<file path="config.mk">
export PLATFORM = sky130hd
export DESIGN_NAME = key_scan_scheduler
export DESIGN_NICKNAME = d
export VERILOG_FILES = /design/src/rtl/key_pkg.sv /design/src/rtl/key_sync_2ff.sv /design/src/rtl/key_scan_scheduler.sv
export SDC_FILE = /design/constraint.sdc
export NUM_CORES = 1
export LEC_CHECK = 0
export ABC_AREA = 0
export CAP_MARGIN = 20
export CORE_UTILIZATION = 54
export CTS_BUF_LIST = sky130_fd_sc_hd__clkbuf_8
export DETAILED_ROUTE_END_ITERATION = 10
export MAX_ROUTING_LAYER = met4
export PLACE_DENSITY_LB_ADDON = 0.15
export SETUP_SLACK_MARGIN = 0.5
export SYNTH_ARGS = -nofsm -noshare
export SYNTH_HDL_FRONTEND = slang
export SYNTH_SLANG_ARGS = --single-unit
export TNS_END_PERCENT = 20
</file>
<file path="constraint.sdc">
create_clock -name clk -period 1.6 [get_ports clk]
set_input_delay 0.16 -clock clk [delete_from_list [all_inputs] [get_ports clk]]
set_output_delay 0.16 -clock clk [all_outputs]
set_load 0.01 [all_outputs]
</file>
<file path="src/rtl/key_pkg.sv">
`default_nettype none
// +------------------------------------------------------------------+
// | key_pkg : shared state encoding and defaults for key scanning     |
// | Revision: 1.0                                                     |
// +------------------------------------------------------------------+
package key_pkg;

    localparam int DEBOUNCE_CNT_100M = 50000;

    typedef logic [1:0] key_state_t;

    localparam key_state_t ST_IDLE    = 2'd0;
    localparam key_state_t ST_SETTLE  = 2'd1;
    localparam key_state_t ST_CONFIRM = 2'd2;

endpackage : key_pkg
`default_nettype wire

</file>
<file path="src/rtl/key_sync_2ff.sv">
`default_nettype none
// +------------------------------------------------------------------+
// | key_sync_2ff : two-flop synchronizer for one asynchronous input   |
// | Revision: 1.0                                                     |
// +------------------------------------------------------------------+
module key_sync_2ff (
    input  logic clk,
    input  logic rst_n,
    input  logic async_i,
    output logic sync_o
);

    logic meta_q;
    logic sync_q;

    always_ff @(posedge clk or negedge rst_n) begin
        if (!rst_n) begin
            meta_q <= 1'b0;
            sync_q <= 1'b0;
        end else begin
            meta_q <= async_i;
            sync_q <= meta_q;
        end
    end

    assign sync_o = sync_q;

endmodule : key_sync_2ff
`default_nettype wire

</file>
<file path="src/rtl/key_scan_scheduler.sv">
`default_nettype none
// +------------------------------------------------------------------+
// | key_scan_scheduler : one shared debounce timer, round-robin grant |
// | Revision: 1.0                                                     |
// +------------------------------------------------------------------+
module key_scan_scheduler
    import key_pkg::*;
#(
    parameter int NUM_KEYS     = 4,
    parameter int DEBOUNCE_CNT = DEBOUNCE_CNT_100M,
    parameter int CNT_W        = 18,
    parameter int ID_W         = 2
) (
    input  logic                clk,
    input  logic                rst_n,
    input  logic [NUM_KEYS-1:0] key_in,
    output logic [NUM_KEYS-1:0] key_pulse,
    output logic                busy,
    output logic [ID_W-1:0]     active_id
);

    localparam logic [CNT_W-1:0] C_TIMER_LAST = CNT_W'(DEBOUNCE_CNT - 1);
    localparam logic [ID_W-1:0]  C_LAST_ID    = ID_W'(NUM_KEYS - 1);

    logic [NUM_KEYS-1:0] ks;
    logic [NUM_KEYS-1:0] candidate;
    logic [ID_W:0]       pick;

    key_state_t          state_q,     state_d;
    logic [CNT_W-1:0]    timer_q,     timer_d;
    logic [ID_W-1:0]     rr_ptr_q,    rr_ptr_d;
    logic [ID_W-1:0]     active_id_q, active_id_d;
    logic [NUM_KEYS-1:0] held_q,      held_d;
    logic [NUM_KEYS-1:0] pulse_q,     pulse_d;

    generate
        for (genvar gi = 0; gi < NUM_KEYS; gi++) begin : g_sync
            key_sync_2ff u_sync (
                .clk     (clk),
                .rst_n   (rst_n),
                .async_i (key_in[gi]),
                .sync_o  (ks[gi])
            );
        end
    endgenerate

    // Returns {found, index}: first request at or after ptr, wrapping.
    function automatic logic [ID_W:0] rr_pick(
        input logic [NUM_KEYS-1:0] req,
        input logic [ID_W-1:0]     ptr
    );
        logic [ID_W:0] res;
        int            idx;
        res = '0;
        for (int k = NUM_KEYS - 1; k >= 0; k--) begin
            idx = (int'(ptr) + k) % NUM_KEYS;
            if (req[ID_W'(idx)]) begin
                res = {1'b1, ID_W'(idx)};
            end
        end
        return res;
    endfunction

    assign candidate = ks & ~held_q;
    assign pick      = rr_pick(candidate, rr_ptr_q);

    always_comb begin
        state_d     = state_q;
        timer_d     = timer_q;
        rr_ptr_d    = rr_ptr_q;
        active_id_d = active_id_q;
        held_d      = held_q & ks;
        pulse_d     = '0;
        case (state_q)
            ST_IDLE: begin
                if (pick[ID_W]) begin
                    active_id_d = pick[ID_W-1:0];
                    timer_d     = '0;
                    state_d     = ST_SETTLE;
                end
            end
            ST_SETTLE: begin
                if (timer_q == C_TIMER_LAST) begin
                    state_d = ST_CONFIRM;
                end else begin
                    timer_d = timer_q + CNT_W'(1);
                end
            end
            ST_CONFIRM: begin
                // A key that released during SETTLE is dropped here without a pulse.
                if (ks[active_id_q]) begin
                    pulse_d[active_id_q] = 1'b1;
                    held_d[active_id_q]  = 1'b1;
                end
                rr_ptr_d = (active_id_q == C_LAST_ID) ? '0 : active_id_q + ID_W'(1);
                state_d  = ST_IDLE;
            end
            default: begin
                state_d = ST_IDLE;
            end
        endcase
    end

    always_ff @(posedge clk or negedge rst_n) begin
        if (!rst_n) begin
            state_q     <= ST_IDLE;
            timer_q     <= '0;
            rr_ptr_q    <= '0;
            active_id_q <= '0;
            held_q      <= '0;
            pulse_q     <= '0;
        end else begin
            state_q     <= state_d;
            timer_q     <= timer_d;
            rr_ptr_q    <= rr_ptr_d;
            active_id_q <= active_id_d;
            held_q      <= held_d;
            pulse_q     <= pulse_d;
        end
    end

    assign key_pulse = pulse_q;
    assign busy      = (state_q != ST_IDLE);
    assign active_id = active_id_q;

endmodule : key_scan_scheduler
`default_nettype wire

</file>
# Word level (Yosys, flattened, before mapping)
# Index checks and enable logic that the tools add are counted.
[totals]
elab_cells = 74
input_bits = 6
output_inout_bits = 7
regBits = 40
[classes]
n_addsub = 5
n_eq_ne = 7
magnitude_cmp = 6
bitwise_logic = 4
n_reduce_logical = 7
muxes = 31
[ops]
columns = ["operator", "n"]
rows = [
  ["18-bit 2-to-1 mux", 2],
  ["18-bit one-hot mux with 2 select lines", 1],
  ["18-bit by 1-bit adder with 18-bit output (second input constant)", 1],
  ["18-bit by 16-bit equality test with 1-bit output (second input constant)", 1],
  ["2-bit by 4-bit < comparator with 1-bit output (second input constant)", 4],
  ["4-bit 2-to-1 mux", 4],
  ["3-bit 2-to-1 mux", 4],
  ["1-bit binary-select mux with 2-bit select", 5],
  ["1-bit 2-to-1 mux", 10],
  ["4-bit bitwise AND", 2],
  ["2-bit 2-to-1 mux", 3],
  ["2-bit inequality test (second input constant)", 3],
  ["2-bit by 1-bit adder with 2-bit output (second input constant)", 2],
  ["2-bit adder (second input constant)", 2],
  ["2-bit equality test (second input constant)", 2],
  ["4-bit NOT", 1],
  ["4-bit OR", 1],
  ["2-bit one-hot mux with 2 select lines", 1],
  ["2-bit AND reduction", 2],
  ["2-bit nonzero test", 2],
  ["2-bit by 3-bit < comparator with 1-bit output (second input constant)", 1],
  ["3-bit AND reduction", 1],
  ["1-bit demux with 2-bit select", 1],
  ["2-bit by 1-bit equality test with 1-bit output (second input constant)", 1],
  ["3 further kinds", 3],
]

# Longest topological paths before layout
[depth]
word_depth = 11
mapped_depth = 7
depth_no_buf = 6

# Modules after synthesis
# From an unflattened synthesis, not the netlist that was laid out.
[hier_totals]
cells_unflattened = 170
hier_area_um2 = 1824.2
[modules_own_cells]
columns = ["module", "cells_each", "seq_area_each_um2", "area_each_um2", "n_inst"]
rows = [
  ["key_scan_scheduler", 162, 800.8, 1624.1, 1],
  ["key_sync_2ff", 2, 50.0, 50.0, 4],
]

# Least setup slack after synthesis
# OpenSTA, ideal clock, no wires.
[synth_path]
path_type = "register to register"
startpoint = "register timer_q[0]"
endpoint = "register timer_q[13]"
path_stages_with_launch = 6
required_time_ns = 1.523
n_path_buf = 0
arrival_ns = 1.598
synth_period_minus_slack_ns = 1.675
path_slack_ns = -0.075
setup_ns = 0.077
path_cell_list = "dfrtp_1 ha_1 and3_1 and4_4 or4_1 a21oi_1"
[synth_via]
elab_chain_len = 3
word_cells_on_any_way = 6
cone_classes = "add/sub (1); eq/ne (2); mux (2); reduce/logical (1)"
[synth_lines]
columns = ["item", "line_no", "text"]
rows = [
  ["start: declaration", "key_scan_scheduler.sv:30", "logic [CNT_W-1:0] timer_q, timer_d;"],
  ["start signal: assignment", "key_scan_scheduler.sv:114", "timer_q <= timer_d;"],
  ["18-bit by 1-bit adder with 18-bit output / 18-bit by 16-bit equality test with 1-bit output (equally long branches)", "key_scan_scheduler.sv:86, key_scan_scheduler.sv:83", ""],
  ["18-bit 2-to-1 mux / 2-bit inequality test (equally long branches)", "n/a", ""],
  ["18-bit one-hot mux with 2 select lines / 3-bit AND reduction (equally long branches)", "n/a", ""],
]
# Several ways; a longest one is shown, not always the timed one. The select of a mux whose other input is x is not followed.
# A chain may end at the register's enable or synchronous reset.

# Worst setup path after layout
[layout_path]
startpoint = "register timer_q[4]"
endpoint = "register timer_q[13]"
# Same word-level chain as after synthesis.

==> impl_metrics.py <==
metrics = {
    "placed_design": {
        "portBuffers": 12,
        "hpwl_microns": 3030,
        "dp_cells": 256,
        "routabilityCongestion": 0.905,
    },
    "drt": {
        "drc": 0,
        "via_per_inst": 6.46,
        "vias": 1809,
        "routed_wl_microns": 6310,
        "first_iter_violations": 171,
        "wl_per_cell_microns": 22.6,
        "antenna_left": 0,
        "dr.pass1.iters": 4,
    },
    "timing": {
        "min_period_over_period_pct": 106,
        "max_freq_ghz": 0.587,
        "rsz0062_at_grt": "yes",
        "tns_ns": -0.823,
        "slew_violations": 0,
        "tightest_slew_ns": 0.343,
        "finalCriticalPeriod_ns": 1.70,
        "hold_viol_final": 0,
        "fin_skew_ns": 0.00486,
        "finalSetupViolCount": 14,
        "relSlewSlack_pct": 76.9,
        "finalWorstSetupSlack_ns": -0.104,
    },
    "synthesis": {
        "synthTopCellsByCount": "dfrtp_1, nand2_1, nor2_1",
        "yosysTopAreaCell": "dfrtp_1",
        "synth-async-reset-ratio_pct": 100,
        "syn_inst": 177,
        "seq_area_frac_synth_pct": 52.3,
        "synth.area.top_cells": "dfrtp_1, ha_1, nand4_1, nand2_1, nand3_1",
        "synthFlopType": "dfrtp_1",
        "syn_area_sq_um": 1910,
        "synth_edf_count": 0,
        "synth.top_cell.area_share_pct": 52.3,
        "synth-warning-count": 0,
        "synthMostInstantiatedCell": "dfrtp_1",
        "ys_ff_latch": 40,
        "ys_types": 41,
        "synth_fp_nets": 188,
        "syn_avg_cell_area_sq_um": 10.8,
    },
    "floorplan": {
        "num_io_pins": 13,
        "dieHeight_microns": 61.5,
        "die-area_sq_um": 3780,
        "die_x_microns": 61.5,
        "initial_core_util_pct": 56.9,
        "fp-row-count": 21,
        "fp.coreArea_sq_um": 3360,
    },
    "clocking": {
        "path_clk_slew_ns": 0.08,
        "cts_inserted_buffers": 5,
        "cts_tree": "built",
        "root_buffer": "clkbuf_8",
        "clk_path_buf_depth": 2,
        "cts_max_level": 2,
        "clock_sinks": 40,
        "insertion_delay_ns": 0.30,
    },
    "worst_hold_path": {
        "hold_depth": 1,
        "hold_path.class": "in2reg",
        "min_from": "key_in[2]",
    },
    "power": {
        "power_density_nw_per_um2": 985,
        "p_leak_uw": 0.00126,
        "finalPower_uw": 2790,
        "peakVddDrop_uv": 875,
    },
    "critical_path": {
        "worst-r2r-cell-count": 5,
        "endpoint_kind": "flip-flop",
        "cp_slowest_cell": "or4_4",
        "worst_ep_required_time_ns": 1.84,
        "r2r_end": "timer_q[13]",
        "rr_startpoint": "timer_q[4]",
        "slowest_delay_ns": 0.50,
        "startpoint_type": "flip-flop",
        "cp.arrival_ns": 1.94,
        "crit_chain": "and4_4, and2_4, nand4_4, or4_4, a21oi_2",
        "cp-startpoint": "timer_q[4]",
        "rrSetupSlack_ns": -0.10,
        "cp_max_fo": 4,
        "criticalPathCategory": "reg2reg",
        "cp-endpoint": "timer_q[13]",
    },
    "global_routing": {
        "grt_pass1_wl_microns": 8430,
        "track_usage_pct": 33.2,
        "grt_max_degree": 41,
        "grt_pass1_vias": 1758,
        "grt-ovfl-total": 0,
        "antenna_found_initial": 0,
    },
    "final_layout": {
        "areaGrowthSynthToFinish_pct": 48.1,
        "final_layout_size_suffix_gt1_share_pct": 50.0,
        "stdcell_count": 280,
        "nNetsFinal": 244,
        "num_antenna_cells": 0,
    },
    "outcome": {
        "violations": "negative setup slack",
        "status": "finished, violations left",
    },
    "run": {
        "drv_cap": 0,
    },
}
-- metal layers --
metal / vias up / global-route usage [%] / routed length [microns] / part of all wire (%)
met1: 906 / 40.6 / 2450 / 39
met3: 40 / 9.87 / 440 / 7.0
li1: 760 / - / - / -
met4: 0 / 17.1 / 336 / 5.3
met5: - / - / 0 / 0
met2: 103 / 49.8 / 3090 / 49
-- placed cells by master, fill, tap and decap left out, types with 3 or more instances in the layout --
| cell type | n |
|---|---|
| o21ai_1 | 6 |
| or3_4 | 4 |
| nand2_1 | 10 |
| ha_4 | 3 |
| a21o_1 | 5 |
| nand4_1 | 8 |
| and2_4 | 6 |
| nand3_1 | 8 |
| dfrtp_1 | 36 |
| clkdlybuf4s50_1 | 4 |
| and4_4 | 3 |
| buf_4 | 27 |
| xnor2_1 | 3 |
| a21oi_1 | 3 |
| a21oi_2 | 5 |
| nand2b_4 | 3 |
| nor2_1 | 8 |
| and3_4 | 3 |
| clkbuf_8 | 6 |
| o21ai_0 | 3 |
| buf_6 | 14 |
| dfrtp_2 | 4 |
-- flip-flops by register name, indices dropped and copies added, names as in the netlist --
register / flops
active_id: 2
g_sync.u_sync.sync_o: 4
timer_q: 18
key_pulse: 4
state_q: 2
rr_ptr_q: 2
g_sync.u_sync.meta_q: 4
held_q: 4
-- what timing repair did --
action                                  4_1_cts  5_1_grt
pin swaps                                    33       28
gates cloned                                  1        0
resized for setup                            68       46
buffers inserted                             11        3
endpoints found under the hold margin        40        0
endpoints found under the setup margin       38       38
hold buffers                                  1        0
-- how the worst min path moves through the flow --
stage	endpoint	slack, ns
2_1_floorplan	active_id[0]	-0.14
4_1_cts	g_sync[0].u_sync.meta_q	0.30
6_report	g_sync[2].u_sync.meta_q	0.30
3_5_place_dp	held_q[1]	0.15
5_1_grt	g_sync[1].u_sync.meta_q	0.30
3_3_place_gp	key_pulse[0]	0.14
-- report_power, final --
group / total [uW] / switching, uW / internal [uW]
Clock: 743 / 394 / 349
Combinational: 837 / 403 / 434
Sequential: 1210 / 116 / 1100
-- kinds of logic (layout without fill, tap and decap cells) --
kind of cell	Yosys count	in the layout	synth area share, %
and+or+nand+nor	78	79	24.1
DFF	40	40	52.3
AOI/OAI and AO/OA	37	37	12.4
buffers and inverters	10	66	3.86
adders and majority gates	5	5	3.27
xor gates and xnor gates	5	5	2.29
muxes	2	2	1.77
-- layout make-up --
| cell class | instances | area, sq um |
|---|---|---|
| Clock buffer | 6 | 82.6 |
| Clock inverter | 2 | 15.0 |
| Fill cell | 190 | 529 |
| Inverter | 5 | 26.3 |
| Multi-Input combinational cell | 128 | 1160 |
| Sequential cell | 40 | 1010 |
| Tap cell | 46 | 57.6 |
| Timing Repair Buffer | 53 | 485 |
-- stage by stage --
stage	cell area, sq um	setup slack [ns]	hold WS, ns	util [%]
6_report	2830	-0.104	0.300	84.3
5_1_grt	2830	-0.123	0.298	84.3
4_1_cts	2660	-0.00878	0.296	78.9
3_5_place_dp	2260	-0.0366	0.153	67.2
3_3_place_gp	2260	0.0123	0.140	67.2
2_1_floorplan	1920	0.0407	-0.136	-
-- critical path: cells and delay by family, from the launching register on --
kind	cells	cell delay, ns
simple gates	4	1.06
flops	1	0.45
compound gates	1	0.14
No activity file was read; power rests on OpenSTA's default activity.
